File: config.mk
export PLATFORM = sky130hd
export DESIGN_NAME = regfile_port_arbiter
export DESIGN_NICKNAME = d
export VERILOG_FILES = /design/src/rtl/regfile_port_arbiter_pkg.sv /design/src/rtl/regfile_bank.sv /design/src/rtl/regfile_port_arbiter.sv
export SDC_FILE = /design/constraint.sdc
export NUM_CORES = 1
export LEC_CHECK = 0
export ABC_AREA = 1
export ABC_CLOCK_PERIOD_IN_PS = 3500
export BUFFER_PORTS_ARGS = -buffer_cell sky130_fd_sc_hd__buf_2
export CORE_AREA = 8 8 121 123
export CTS_BUF_LIST = sky130_fd_sc_hd__clkbuf_8
export DETAILED_ROUTE_END_ITERATION = 8
export DIE_AREA = 0 0 129 131
export PLACE_DENSITY = 0.58
export SYNTH_ARGS = -nofsm -noshare
export SYNTH_HDL_FRONTEND = slang
export SYNTH_SLANG_ARGS = --single-unit
File: constraint.sdc
create_clock -name clk -period 3.5 [get_ports clk]
set_clock_uncertainty 0.05 [all_clocks]
set_input_delay 1.05 -clock clk [delete_from_list [all_inputs] [get_ports clk]]
set_output_delay 1.05 -clock clk [all_outputs]
set_load 0.05 [all_outputs]
File: src/rtl/regfile_port_arbiter_pkg.sv
// rtl/regfile_port_arbiter_pkg.sv - shared types and constants for the register-bank port arbiter
// Purpose: arbiter state encoding, default bank geometry, round-robin port indices.
package regfile_port_arbiter_pkg;

    localparam int DATA_W_DEF          = 16;
    localparam int ADDR_W_DEF          = 2;
    localparam int MAX_READ_STREAK_DEF = 3;

    // Round-robin pointer values: which write port is preferred next.
    localparam logic PORT1 = 1'b0;
    localparam logic PORT2 = 1'b1;

    // Grant issued at the most recent clock edge.
    typedef enum logic [1:0] {
        IDLE   = 2'd0,
        READ   = 2'd1,
        WRITE1 = 2'd2,
        WRITE2 = 2'd3
    } arb_state_t;

endpackage

File: src/rtl/regfile_bank.sv
// rtl/regfile_bank.sv - register storage with one write port and one registered read port
// Purpose: 2**ADDR_W x DATA_W register bank, asynchronously cleared.
// Ports:
//   clk, reset        clock, asynchronous active-high clear of storage and read data
//   wr_en/addr/data   synchronous write, committed at the rising edge
//   rd_en/addr        registered read request
//   rd_data           read result, holds until the next read
module regfile_bank #(
    parameter int DATA_W = 16,
    parameter int ADDR_W = 2
) (
    input  logic              clk,
    input  logic              reset,
    input  logic              wr_en,
    input  logic [ADDR_W-1:0] wr_addr,
    input  logic [DATA_W-1:0] wr_data,
    input  logic              rd_en,
    input  logic [ADDR_W-1:0] rd_addr,
    output logic [DATA_W-1:0] rd_data
);

    localparam int NUM_REGS = 2 ** ADDR_W;

    logic [DATA_W-1:0] mem [NUM_REGS];

    always_ff @(posedge clk or posedge reset) begin
        if (reset) begin
            for (int i = 0; i < NUM_REGS; i++) begin
                mem[i] <= '0;
            end
            rd_data <= '0;
        end else begin
            if (wr_en) begin
                mem[wr_addr] <= wr_data;
            end
            // The arbiter never enables both in one cycle, so a read sees only
            // values committed at earlier edges.
            if (rd_en) begin
                rd_data <= mem[rd_addr];
            end
        end
    end

endmodule

File: src/rtl/regfile_port_arbiter.sv
// rtl/regfile_port_arbiter.sv - one-read / two-write arbiter in front of a small register bank
// Purpose: grants at most one bank access per cycle; reads first, writes round-robin,
//          read streak limited while a write waits.
// Ports:
//   clk, reset                      clock, asynchronous active-high reset
//   rd_req/rd_addr -> rd_gnt        read handshake
//   rd_data, rd_valid               read result, valid with rd_gnt
//   wr1_req/addr/data -> wr1_gnt    write port 1 handshake
//   wr2_req/addr/data -> wr2_gnt    write port 2 handshake
//   busy                            a request is pending and nothing is granted
module regfile_port_arbiter
    import regfile_port_arbiter_pkg::*;
#(
    parameter int DATA_W          = DATA_W_DEF,
    parameter int ADDR_W          = ADDR_W_DEF,
    parameter int MAX_READ_STREAK = MAX_READ_STREAK_DEF
) (
    input  logic              clk,
    input  logic              reset,
    input  logic              rd_req,
    input  logic [ADDR_W-1:0] rd_addr,
    output logic              rd_gnt,
    output logic [DATA_W-1:0] rd_data,
    output logic              rd_valid,
    input  logic              wr1_req,
    input  logic [ADDR_W-1:0] wr1_addr,
    input  logic [DATA_W-1:0] wr1_data,
    output logic              wr1_gnt,
    input  logic              wr2_req,
    input  logic [ADDR_W-1:0] wr2_addr,
    input  logic [DATA_W-1:0] wr2_data,
    output logic              wr2_gnt,
    output logic              busy
);

    localparam int                STREAK_W   = $clog2(MAX_READ_STREAK + 1);
    localparam logic [STREAK_W-1:0] STREAK_MAX = STREAK_W'(MAX_READ_STREAK);

    arb_state_t          state;
    arb_state_t          state_next;
    logic                rr_ptr;
    logic [STREAK_W-1:0] streak;

    logic                rd_elig;
    logic                wr1_elig;
    logic                wr2_elig;
    logic                pref_elig;
    logic                other_elig;
    arb_state_t          pref_state;
    arb_state_t          other_state;

    logic                bank_wr_en;
    logic [ADDR_W-1:0]   bank_wr_addr;
    logic [DATA_W-1:0]   bank_wr_data;
    logic                bank_rd_en;

    // A requester granted at the last edge sits out one decision so a held
    // req is not granted twice while the requester drops it.
    always_comb begin
        rd_elig     = rd_req  && (state != READ);
        wr1_elig    = wr1_req && (state != WRITE1);
        wr2_elig    = wr2_req && (state != WRITE2);
        pref_elig   = (rr_ptr == PORT1) ? wr1_elig : wr2_elig;
        other_elig  = (rr_ptr == PORT1) ? wr2_elig : wr1_elig;
        pref_state  = (rr_ptr == PORT1) ? WRITE1 : WRITE2;
        other_state = (rr_ptr == PORT1) ? WRITE2 : WRITE1;

        state_next = IDLE;
        if ((streak == STREAK_MAX) && (wr1_elig || wr2_elig)) begin
            state_next = pref_elig ? pref_state : other_state;
        end else if (rd_elig) begin
            state_next = READ;
        end else if (pref_elig) begin
            state_next = pref_state;
        end else if (other_elig) begin
            state_next = other_state;
        end
    end

    // Bank accesses happen at the decision edge; the grant shows the cycle after.
    always_comb begin
        bank_wr_en   = (state_next == WRITE1) || (state_next == WRITE2);
        bank_wr_addr = (state_next == WRITE2) ? wr2_addr : wr1_addr;
        bank_wr_data = (state_next == WRITE2) ? wr2_data : wr1_data;
        bank_rd_en   = (state_next == READ);
    end

    always_ff @(posedge clk or posedge reset) begin
        if (reset) begin
            state    <= IDLE;
            rr_ptr   <= PORT1;
            streak   <= '0;
            rd_valid <= 1'b0;
        end else begin
            state    <= state_next;
            rd_valid <= (state_next == READ);

            if (state_next == WRITE1) begin
                rr_ptr <= PORT2;
            end else if (state_next == WRITE2) begin
                rr_ptr <= PORT1;
            end

            if (bank_wr_en || !(wr1_req || wr2_req)) begin
                streak <= '0;
            end else if ((state_next == READ) && (streak != STREAK_MAX)) begin
                streak <= streak + 1'b1;
            end
        end
    end

    assign rd_gnt  = (state == READ);
    assign wr1_gnt = (state == WRITE1);
    assign wr2_gnt = (state == WRITE2);
    assign busy    = (rd_req | wr1_req | wr2_req) & ~(rd_gnt | wr1_gnt | wr2_gnt);

    regfile_bank #(
        .DATA_W (DATA_W),
        .ADDR_W (ADDR_W)
    ) u_bank (
        .clk     (clk),
        .reset   (reset),
        .wr_en   (bank_wr_en),
        .wr_addr (bank_wr_addr),
        .wr_data (bank_wr_data),
        .rd_en   (bank_rd_en),
        .rd_addr (rd_addr),
        .rd_data (rd_data)
    );

endmodule
==> results of run 1 <==
## metal layers
metal | up-vias | wire length [µm] | global-route usage, %
met2 | 115 | 5680 | 24.2
met3 | 13 | 681 | 2.64
met1 | 1782 | 5210 | 18.2
li1 | 1866 | - | -
met4 | 0 | 177 | 4.84
met5 | - | 0 | 0
## placed cells by master (no fill, tap or decap), types with 2 or more instances in the layout
| cell type | count |
|---|---|
| nand3_1 | 67 |
| nand2_2 | 5 |
| o32ai_1 | 16 |
| clkinv_2 | 3 |
| nor3_1 | 2 |
| nor2_1 | 50 |
| inv_1 | 29 |
| o21ai_1 | 13 |
| clkbuf_8 | 10 |
| nor2_4 | 3 |
| o21ai_0 | 20 |
| buf_4 | 8 |
| dfrtp_1 | 86 |
| buf_12 | 2 |
| nand4_1 | 4 |
| inv_2 | 4 |
| buf_2 | 63 |
| nand2_1 | 203 |
| nand3_4 | 6 |
## logic make-up after synthesis
family,after synthesis,share of synthesized area (%)
AND/OR/NAND/NOR,344,35.3
flip-flops,86,49.6
buffers and inverters,63,7.59
AO/OA/AOI/OAI,50,7.24
adder cells (fa/ha/maj),1,0.288
## cell usage after synthesis, types with 2 or more instances
master / n
inv_1: 29
nand3_1: 67
buf_6: 10
nand4_1: 4
nor2_1: 50
clkbuf_1: 10
inv_2: 4
o21ai_1: 13
nor2_4: 3
nor3_1: 2
nand2_1: 203
nand2_2: 5
o32ai_1: 16
o21ai_0: 20
buf_2: 8
buf_4: 2
nand3_4: 6
dfrtp_1: 86
## stage by stage
| step | setup slack [ps] | hold WS (ps) |
|---|---|---|
| detailed placement | 703 | 410 |
| finish | 754 | 426 |
| CTS | 745 | 432 |
| floorplan | 178 | 394 |
| global placement | 749 | 407 |
| global route | 713 | 441 |
## registers in the layout, summed over array words and instances, names as in the netlist
| register | flops |
|---|---|
| u_bank.mem | 64 |
| u_bank.rd_data | 16 |
| rd_valid | 1 |
| state | 2 |
| streak | 2 |
| rr_ptr | 1 |
## power by group through the flow
stage / logic (mW) / clock network [mW] / registers [mW]
floorplan: 0.975 / 0 / 1.94
global placement: 1.59 / 0 / 1.67
detailed placement: 1.61 / 0 / 1.69
CTS: 1.62 / 0.708 / 1.67
global route: 1.78 / 0.750 / 1.73
finish: 1.60 / 0.694 / 1.67
## worst register-to-register path, cell delays in order, from the launching register on
cell and delay, ps:
dfrtp_1 400, ha_1 200, inv_1 110, nand3_4 160
nand3_4 240, buf_4 280, nand2_1 90, nand2_2 130
buf_4 370, nand3_1 150, nand2_1 90
## worst min path at each step
stage          cells past startpoint                              to                      startpoint
6_report                           2   u_bank.rd_data[2]$_DFFE_PP0N_   u_bank.rd_data[2]$_DFFE_PP0N_
2_1_floorplan                      2      u_bank.mem[24]$_DFFE_PP0P_      u_bank.mem[24]$_DFFE_PP0P_
4_1_cts                            2      u_bank.mem[30]$_DFFE_PP0P_      u_bank.mem[30]$_DFFE_PP0P_
3_5_place_dp                       2      u_bank.mem[29]$_DFFE_PP0P_      u_bank.mem[29]$_DFFE_PP0P_
5_1_grt                            2  u_bank.rd_data[14]$_DFFE_PP0N_  u_bank.rd_data[14]$_DFFE_PP0N_
3_3_place_gp                       2   u_bank.rd_data[3]$_DFFE_PP0N_   u_bank.rd_data[3]$_DFFE_PP0N_
## final cells by class
| cell class | instances | area (µm²) | area share, % |
|---|---|---|---|
| tap | 176 | 220 | 4.44 |
| multi-input combinational | 395 | 1860 | 37.4 |
| clock inverter | 5 | 51.3 | 1.03 |
| sequential | 86 | 2150 | 43.4 |
| clock buffer | 10 | 138 | 2.78 |
| timing repair buffer | 73 | 415 | 8.38 |
| inverter | 33 | 125 | 2.52 |
==> flow_metrics.env, run 1 <==
export IMPL_tightest_slew_ps=584
export IMPL_internal_power_mw=2.25
export IMPL_globalRouteOverflowTotal=0
export IMPL_clockBufferDepth=2
export IMPL_ys_ff_latch=86
export IMPL_setup_viol=0
export IMPL_period_minus_slack_ps=2750
export IMPL_fin_util_pct=38.5
export IMPL_ant_nets=0
export IMPL_rr_startpoint="streak[0]$_DFFE_PP0P_"
export IMPL_die_area_mm2=0.0169
export IMPL_holdBufCountCts=0
export IMPL_setup_tns_ps=0
export IMPL_worstRegToRegCells=10
export IMPL_fillerInstances=1309
export IMPL_post_cts_resized=0
export IMPL_gp_congestion=0.823
export IMPL_synth_top_cell_area_share_pct=49.6
export IMPL_yosysUniqueCellTypes=24
export IMPL_clk_pin_slew_worst_paths_ps=80
export IMPL_diodes=0
export IMPL_worst_path_largest_cell_delay_ps=290
export IMPL_cpLargestDelayFamily="buffers and inverters"
export IMPL_nets=642
export IMPL_r2r_slack_ps=1190
export IMPL_placed_area_mm2=0.00477
export IMPL_tritoncts="built"
export IMPL_htreeDepth=3
export IMPL_portBuffers=63
export IMPL_ir_drop_mv=0.206
export IMPL_p_switching_mw=1.71
export IMPL_cts_buffers=9
export IMPL_synth_largest_area_cell="dfrtp_1"
export IMPL_power_mw=3.97
export IMPL_route_detailed_drc=0
export IMPL_finalMaxSlewViolations=0
export IMPL_post_drt_via_cell_ratio=4.85
export IMPL_path_depth=4
export IMPL_placed_cells=763
export IMPL_grt_max_degree=87
export IMPL_worstPathCellList="buf_2 > nor3_1 > nor3_1 > buf_2"
export IMPL_synthFlopType="dfrtp_1"
export IMPL_yosysSeqAreaShare_pct=49.6
export IMPL_syn_nets=588
export IMPL_die_h_um=131
export IMPL_drive_above_1_share_pct=18.3
export IMPL_crit_path_end_kind="primary output"
export IMPL_cpMaxStageDelayCell="buf_2"
export IMPL_vias=3776
export IMPL_grt_usage_pct=14.4
export IMPL_crit_type="in2out"
export IMPL_cp_required_ps=2400
export IMPL_wl_mm=11.7
export IMPL_p_clk_share_pct=17.5
export IMPL_p_leak_nw=2.67
export IMPL_r2r_end="u_bank.mem[46]$_DFFE_PP0P_"
export IMPL_clock_sinks=86
export IMPL_synth_edf_count=0
export IMPL_p_seq_share_pct=42.2
export IMPL_critPathArrivalTime_ps=1650
export IMPL_grt_pass1_wl_mm=19.2
export IMPL_cp_start_kind="primary input"
export IMPL_first_pass_iters=5
export IMPL_postSynthAreaPerCell_um2=7.97
export IMPL_first_global_vias=3711
export IMPL_crit_fanout=3
export IMPL_drv_cap=0
export IMPL_core_area_mm2=0.0129
export IMPL_p_per_area_mw_per_mm2=800
export IMPL_antenna_found_initial=0
export IMPL_postCtsSetupBuffers=0
export IMPL_netlist_area_mm2=0.00434
export IMPL_relSlewSlack_pct=61.1
export IMPL_syn2layout_area_growth_pct=14.3
export IMPL_drt_iter0_drc=353
export IMPL_outcome="finished, final reports clean"
export IMPL_clk_latency_ps=360
export IMPL_post_drt_wl_per_cell_um=15.1
export IMPL_instances_no_fill=778
export IMPL_rsz0062_at_grt="false"
export IMPL_yosys_top_cells_area="dfrtp_1 (50%), nand2_1 (18%), nand3_1 (7.7%)"
export IMPL_num_rows=42
export IMPL_switching_share_pct=43.2
export IMPL_crit_path_end="busy"
export IMPL_hold_viol=0
export IMPL_root_buffer="clkbuf_8"
export IMPL_fin_crit_sh_pct=78.5
export IMPL_timing_fmax_ghz=0.364
export IMPL_min_path_type="reg2reg"
export IMPL_io_pins=64
export IMPL_syn_inst=544
export IMPL_initial_utilization_pct=33.7
export IMPL_synth_warnings=0
export IMPL_critPathLaunch="rd_req"
export IMPL_final_area_mm2=0.00496
export IMPL_dieWidth_um=129
export IMPL_synthArstFlopShare_pct=100
export IMPL_critPathBufInv=2
export IMPL_dpl_hpwl_mm=7.56
export IMPL_p_comb_share_pct=40.3
Power figures use the tool's default switching activity.
==> run 2: changes to the inputs <==
--- a/config.mk
+++ b/config.mk
@@ -5,14 +5,14 @@
 export SDC_FILE = /design/constraint.sdc
 export NUM_CORES = 1
 export LEC_CHECK = 0
-export ABC_AREA = 1
-export ABC_CLOCK_PERIOD_IN_PS = 3500
+export ABC_AREA = 0
+export ABC_CLOCK_PERIOD_IN_PS = 2300
 export BUFFER_PORTS_ARGS = -buffer_cell sky130_fd_sc_hd__buf_2
-export CORE_AREA = 8 8 121 123
+export CORE_AREA = 8 8 120 122
 export CTS_BUF_LIST = sky130_fd_sc_hd__clkbuf_8
 export DETAILED_ROUTE_END_ITERATION = 8
-export DIE_AREA = 0 0 129 131
-export PLACE_DENSITY = 0.58
+export DIE_AREA = 0 0 128 130
+export PLACE_DENSITY = 0.59
 export SYNTH_ARGS = -nofsm -noshare
 export SYNTH_HDL_FRONTEND = slang
 export SYNTH_SLANG_ARGS = --single-unit
==> constraint.sdc (replaced) <==
create_clock -name clk -period 2.3 [get_ports clk]
set_clock_uncertainty 0.05 [all_clocks]
set_input_delay 0.69 -clock clk [delete_from_list [all_inputs] [get_ports clk]]
set_output_delay 0.69 -clock clk [all_outputs]
set_load 0.05 [all_outputs]
==> run 2 against run 1 <==
  * Die area down 1.5%
  * Design area increased by 9.2%
  * Synthesized area is 2.0% lower
  * Critical endpoint is now u_bank.mem[36]$_DFFE_PP0P_
  * Utilization increased by 5.1 points
  * Flip-flop and latch count unchanged
  * Critical path depth rose by 5
  * Worst hold slack got worse by 97 ps
  * Non-clock buffer count up 20
  * Largest power group is now combinational logic
  * First-iteration DRC count decreased by 65%
  * The flow now finishes with violations (negative setup slack)
  * Clock power rose by 46%
  * Combinational power grew 99%
==> flow_metrics.env, run 2 <==
export IMPL_outcome="complete, but fails checks"
export IMPL_violations="negative setup slack"
export IMPL_dpl_hpwl_mm=6.38
export IMPL_min_path_type="in2async"
export IMPL_largest_register_ffs=64
export IMPL_drv_cap=0
export IMPL_dpl_worst_slack_ps=-211
export IMPL_first_pass_iters=4
export IMPL_rr_startpoint="streak[0]$_DFFE_PP0P_"
export IMPL_htreeDepth=3
export IMPL_diodes=0
export IMPL_die_h_um=130
export IMPL_top_layer="met4"
export IMPL_regMostFlops="u_bank.mem"
export IMPL_ys_ff_latch=86
export IMPL_layout_common_cells="dfrtp_1 (86), buf_2 (63), mux2_4 (61), mux2_2 (34), mux4_2 (16)"
export IMPL_timing_fmax_ghz=0.435
export IMPL_timing_hold_ws_ps=329
export IMPL_tritoncts="built"
export IMPL_dieWidth_um=128
export IMPL_p_per_area_mw_per_mm2=1270
export IMPL_ant_nets=0
export IMPL_drt_iter0_drc=122
export IMPL_r2r_slack_ps=-1
export IMPL_clock_sinks=86
export IMPL_cp_required_ps=2510
export IMPL_route_detailed_drc=0
export IMPL_yosys_top_cells_area="dfrtp_1 (51%), mux2_2 (15%), mux2_4 (14%)"
export IMPL_cp_start_kind="register"
export IMPL_tightest_slew_ps=586
export IMPL_synth_warnings=0
export IMPL_r2r_end="u_bank.mem[36]$_DFFE_PP0P_"
export IMPL_vias=2435
export IMPL_setup_viol=1
export IMPL_clockBufferDepth=2
export IMPL_fin_ws_ps=-1.25
export IMPL_critPathLaunch="streak[0]$_DFFE_PP0P_"
export IMPL_period_minus_slack_ps=2300
export IMPL_worstRegToRegCells=9
export IMPL_root_buffer="clkbuf_8"
export IMPL_fillerInstances=1137
export IMPL_drive_above_1_share_pct=68.6
export IMPL_synth_edf_count=0
export IMPL_final_area_mm2=0.00542
export IMPL_crit_path_end_kind="register"
export IMPL_portBuffers=63
export IMPL_num_rows=41
export IMPL_final_common_cell="dfrtp_1"
export IMPL_crit_fanout=5
export IMPL_relSlewSlack_pct=60.9
export IMPL_grt_max_degree=33
export IMPL_rsz0062_at_grt="true"
export IMPL_synthFlopType="dfrtp_1"
export IMPL_die_area_mm2=0.0166
export IMPL_syn_inst=257
export IMPL_synth_common_cells="dfrtp_1 (86), mux2_2 (55), mux2_4 (40), mux4_2 (16)"
export IMPL_clk_pin_slew_worst_paths_ps=90
export IMPL_nets=392
export IMPL_first_global_vias=2783
export IMPL_largestRegisters="u_bank.mem (64), u_bank.rd_data (16)"
export IMPL_grt_pass1_wl_mm=15.1
export IMPL_synth_top_cell_area_share_pct=50.6
export IMPL_placed_area_mm2=0.00506
export IMPL_cts_buffers=9
export IMPL_initial_utilization_pct=34.2
export IMPL_yosysMostFrequentCell="dfrtp_1"
export IMPL_syn_nets=301
export IMPL_yosysUniqueCellTypes=36
export IMPL_core_area_mm2=0.0124
export IMPL_critPathArrivalTime_ps=2510
export IMPL_netlist_area_mm2=0.00425
export IMPL_post_drt_via_cell_ratio=4.64
export IMPL_antenna_found_initial=0
export IMPL_yosysSeqAreaShare_pct=50.6
export IMPL_globalRouteOverflowTotal=0
export IMPL_p_leak_nw=2.56
export IMPL_io_pins=64
export IMPL_wl_mm=9.25
export IMPL_syn2layout_area_growth_pct=27.4
export IMPL_fin_crit_sh_pct=100
export IMPL_gp_congestion=0.750
export IMPL_synthArstFlopShare_pct=100
export IMPL_met1_length_mm=4.33
export IMPL_dr_wl_met3_um=367
export IMPL_fin_util_pct=43.6
export IMPL_finalMaxSlewViolations=0
export IMPL_met2_length_mm=4.40
export IMPL_clk_latency_ps=370
export IMPL_ir_drop_mv=0.531
export IMPL_postSynthAreaPerCell_um2=16.5
export IMPL_synth_largest_area_cell="dfrtp_1"
export IMPL_hold_viol=0
export IMPL_post_drt_wl_per_cell_um=17.6
export IMPL_crit_type="reg2reg"
export IMPL_grt_usage_pct=11.8
## run 2: worst max path at each step
stage / endpoint / slack [ps] / cells after the start
global route: u_bank.mem[33]$_DFFE_PP0P_ / -60 / 9
floorplan: u_bank.mem[48]$_DFFE_PP0P_ / -70 / 7
global placement: u_bank.mem[12]$_DFFE_PP0P_ / -150 / 8
finish: u_bank.mem[36]$_DFFE_PP0P_ / -1 / 9
detailed placement: u_bank.mem[61]$_DFFE_PP0P_ / -210 / 8
CTS: u_bank.mem[45]$_DFFE_PP0P_ / -5 / 8
## run 2: power by group
group	internal, mW	switching [mW]
combinational	1.73	1.46
clock	0.452	0.558
sequential	2.27	0.405
## run 2: worst max-delay path, stage by stage, from the launching register on
cell,delay [ps]
dfrtp_1,400
ha_2,190
or2b_4,260
o2111ai_4,300
buf_6,140
and3b_2,200
o21ai_4,60
buf_12,140
clkbuf_16,150
mux2_4,300
## run 2: kinds of logic after synthesis
logic type	share of synthesized area (%)
compound gates	3.56
xor+xnor	0.206
fa+ha+maj	0.294
buf+inv	3.83
flops	50.6
mux	37.6
simple gates	3.86
## run 2: layer usage
layer | GRT usage, % | vias up
met5 | 0 | -
met4 | 5.03 | 0
met1 | 14.7 | 1253
met2 | 19.3 | 44
li1 | - | 1126
met3 | 2.90 | 12
## run 2: area by class of cell
type	instances	area, µm²	area share [%]
multi-input cells	152	2070	38.1
repair buffers	93	771	14.2
inverters	6	26.3	0.485
clock inverters	5	33.8	0.624
well taps	172	215	3.97
clock buffers	11	151	2.80
flip-flops and latches	86	2150	39.7
## run 2: through the flow
step,std cells,power [mW],TNS (ps)
CTS,520,6.83,-5.24
detailed placement,504,5.79,-10210
global placement,504,5.70,-7730
global route,525,7.32,-811
floorplan,257,5.03,-821
finish,525,6.88,-1.25
## run 2: repair_timing
| item | 4_1_cts | 5_1_grt |
|---|---|---|
| hold buffers | 0 | 0 |
| gates resized for setup | 0 | 22 |
| cloned | 0 | 2 |
| endpoints found under the hold margin | 0 | 0 |
| buffers inserted | 0 | 3 |
| pin swaps | 0 | 3 |
| endpoints found under the setup margin | 1 | 60 |
==> run 3: changes to the inputs <==
--- a/config.mk
+++ b/config.mk
@@ -6,13 +6,14 @@
 export NUM_CORES = 1
 export LEC_CHECK = 0
 export ABC_AREA = 0
-export ABC_CLOCK_PERIOD_IN_PS = 2300
+export ABC_CLOCK_PERIOD_IN_PS = 2600
 export BUFFER_PORTS_ARGS = -buffer_cell sky130_fd_sc_hd__buf_2
-export CORE_AREA = 8 8 120 122
+export CORE_AREA = 8 8 97 99
 export CTS_BUF_LIST = sky130_fd_sc_hd__clkbuf_8
 export DETAILED_ROUTE_END_ITERATION = 8
-export DIE_AREA = 0 0 128 130
-export PLACE_DENSITY = 0.59
+export DIE_AREA = 0 0 105 107
+export HOLD_SLACK_MARGIN = 0.05
+export PLACE_DENSITY = 0.82
 export SYNTH_ARGS = -nofsm -noshare
 export SYNTH_HDL_FRONTEND = slang
 export SYNTH_SLANG_ARGS = --single-unit
==> constraint.sdc (replaced) <==
create_clock -name clk -period 2.6 [get_ports clk]
set_clock_uncertainty 0.05 [all_clocks]
set_input_delay 0.78 -clock clk [delete_from_list [all_inputs] [get_ports clk]]
set_output_delay 0.78 -clock clk [all_outputs]
set_load 0.05 [all_outputs]
==> run 3 against run 2 <==
  * The flow now finishes without violations
  * Utilization increased by 20 points
  * Power decreased by 14%
  * Setup slack improved by 200 ps
  * Wire length decreased by 8.0%
  * Maximum frequency decreased by 4.1%
  * Via count decreased by 0.74%
  * Sequential share of layout area increased by 2.9 points
  * Clock power decreased by 10%
  * Combinational power decreased by 18%
  * Critical path type unchanged
  * Largest power group unchanged
  * Highest routed layer unchanged
==> flow_metrics.env, run 3 (same netlist as run 2, synthesis figures left out) <==
export IMPL_hold_viol=0
export IMPL_first_pass_iters=4
export IMPL_timing_fmax_ghz=0.417
export IMPL_route_detailed_drc=0
export IMPL_vias=2417
export IMPL_regMostFlops="u_bank.mem"
export IMPL_min_path_type="reg2reg"
export IMPL_ant_nets=0
export IMPL_drive_above_1_share_pct=65.1
export IMPL_setup_viol=0
export IMPL_cp_required_ps=2780
export IMPL_dieWidth_um=105
export IMPL_post_cts_resized=0
export IMPL_core_area_mm2=0.00793
export IMPL_crit_path_end_kind="register"
export IMPL_p_leak_nw=2.37
export IMPL_layout_common_cells="dfrtp_1 (86), buf_2 (63), mux2_2 (55), mux2_4 (40), mux4_2 (16)"
export IMPL_instances_no_fill=446
export IMPL_drv_cap=0
export IMPL_gp_congestion=0.744
export IMPL_holdBufCountCts=0
export IMPL_crit_fanout=13
export IMPL_clk_pin_slew_worst_paths_ps=80
export IMPL_root_buffer="clkbuf_8"
export IMPL_ir_drop_mv=0.554
export IMPL_wl_mm=8.52
export IMPL_rsz0062_at_grt="false"
export IMPL_post_drt_via_cell_ratio=5.42
export IMPL_cts_buffers=9
export IMPL_placed_cells=432
export IMPL_clockBufferDepth=2
export IMPL_dpl_hpwl_mm=6.26
export IMPL_grt_pass1_wl_mm=14.2
export IMPL_first_global_vias=2728
export IMPL_diodes=0
export IMPL_dpl_worst_slack_ps=-22.2
export IMPL_finalMaxSlewViolations=0
export IMPL_critPathArrivalTime_ps=2580
export IMPL_grt_max_degree=31
export IMPL_largest_register_ffs=64
export IMPL_grt_usage_pct=16.1
export IMPL_tritoncts="built"
export IMPL_relSlewSlack_pct=52.2
export IMPL_p_per_area_mw_per_mm2=1170
export IMPL_globalRouteOverflowTotal=0
export IMPL_largestRegisters="u_bank.mem (64), u_bank.rd_data (16)"
export IMPL_drt_iter0_drc=74
export IMPL_tightest_slew_ps=715
export IMPL_antenna_found_initial=0
export IMPL_die_h_um=107
export IMPL_htreeDepth=3
export IMPL_period_minus_slack_ps=2400
export IMPL_crit_type="reg2reg"
export IMPL_postCtsSetupBuffers=0
export IMPL_nets=382
export IMPL_portBuffers=63
export IMPL_final_common_cell="dfrtp_1"
export IMPL_clock_sinks=86
export IMPL_die_area_mm2=0.0112
export IMPL_clk_latency_ps=350
export IMPL_cp_start_kind="register"
export IMPL_r2r_slack_ps=200
export IMPL_fin_crit_sh_pct=92.3
export IMPL_outcome="finished, final reports clean"
export IMPL_post_drt_wl_per_cell_um=19.1
export IMPL_initial_utilization_pct=53.6
export IMPL_io_pins=64
export IMPL_syn2layout_area_growth_pct=18.6
export IMPL_num_rows=33
export IMPL_fin_ws_ps=200
run 3: cell types whose count changed in the layout (fill, tap and decap cells not counted), moves of 2 or more:
cell / delta
buf_4: -2
buf_6: -2
buf_12: -4
and3b_2: -2
clkbuf_16: -2
mux2_4: -21
mux2_2: +21
and3b_1: +2
run 3: power breakdown:
group	internal [mW]	leakage [nW]	switching [mW]
registers	2.01	1.03	0.385
clock network	0.458	0.0956	0.450
logic	1.38	1.25	1.24
total	3.85	2.37	2.07
run 3: per-layer routing:
| metal | vias up | GRT usage [%] | share of wire [%] |
|---|---|---|---|
| met2 | 44 | 27.0 | 51 |
| met3 | 11 | 3.84 | 3.7 |
| met4 | 0 | 6.32 | 1.6 |
| met5 | - | 0 | 0 |
| met1 | 1254 | 19.7 | 44 |
| li1 | 1108 | - | - |
run 3: final timing paths:
check | depth (start not counted) | start | end
worst max register to register | 8 | streak[0]$_DFFE_PP0P_ | u_bank.mem[26]$_DFFE_PP0P_
min in group asynchronous | 2 | reset | u_bank.mem[8]$_DFFE_PP0P_
worst min-delay path | 2 | u_bank.rd_data[11]$_DFFE_PP0N_ | u_bank.rd_data[11]$_DFFE_PP0N_
worst max-delay path | 8 | streak[0]$_DFFE_PP0P_ | u_bank.mem[26]$_DFFE_PP0P_
max in group asynchronous | 3 | reset | u_bank.rd_data[13]$_DFFE_PP0N_
worst min register to register | 2 | u_bank.rd_data[11]$_DFFE_PP0N_ | u_bank.rd_data[11]$_DFFE_PP0N_
run 3: final cells by class:
cell class,count,area (µm²)
repair buffers,83,603
well taps,105,131
multi-input cells,152,1940
flip-flops and latches,86,2150
clock buffers,10,138
fillers,605,2890
inverters,6,26.3
clock inverters,4,50.0
run 3: worst max-delay path, cell delays in order, from the launching register on:
cell	delay, ps
dfrtp_1	400
ha_1	240
or2b_2	340
o2111ai_4	270
buf_12	180
nor3b_2	60
o21ai_4	210
buf_12	170
mux2_2	330
run 3: through the flow:
| stage | setup TNS [ps] | hold WS (ps) | cell area, µm² | power [mW] | utilization (%) |
|---|---|---|---|---|---|
| 2_1_floorplan | 0 | 415 | 4260 | 4.40 | - |
| 3_3_place_gp | 0 | 410 | 4850 | 4.91 | 61.2 |
| 3_5_place_dp | -129 | 413 | 4850 | 5.04 | 61.2 |
| 4_1_cts | 0 | 435 | 5040 | 5.97 | 63.6 |
| 5_1_grt | 0 | 472 | 5040 | 6.24 | 63.6 |
| 6_report | 0 | 428 | 5040 | 5.92 | 63.6 |
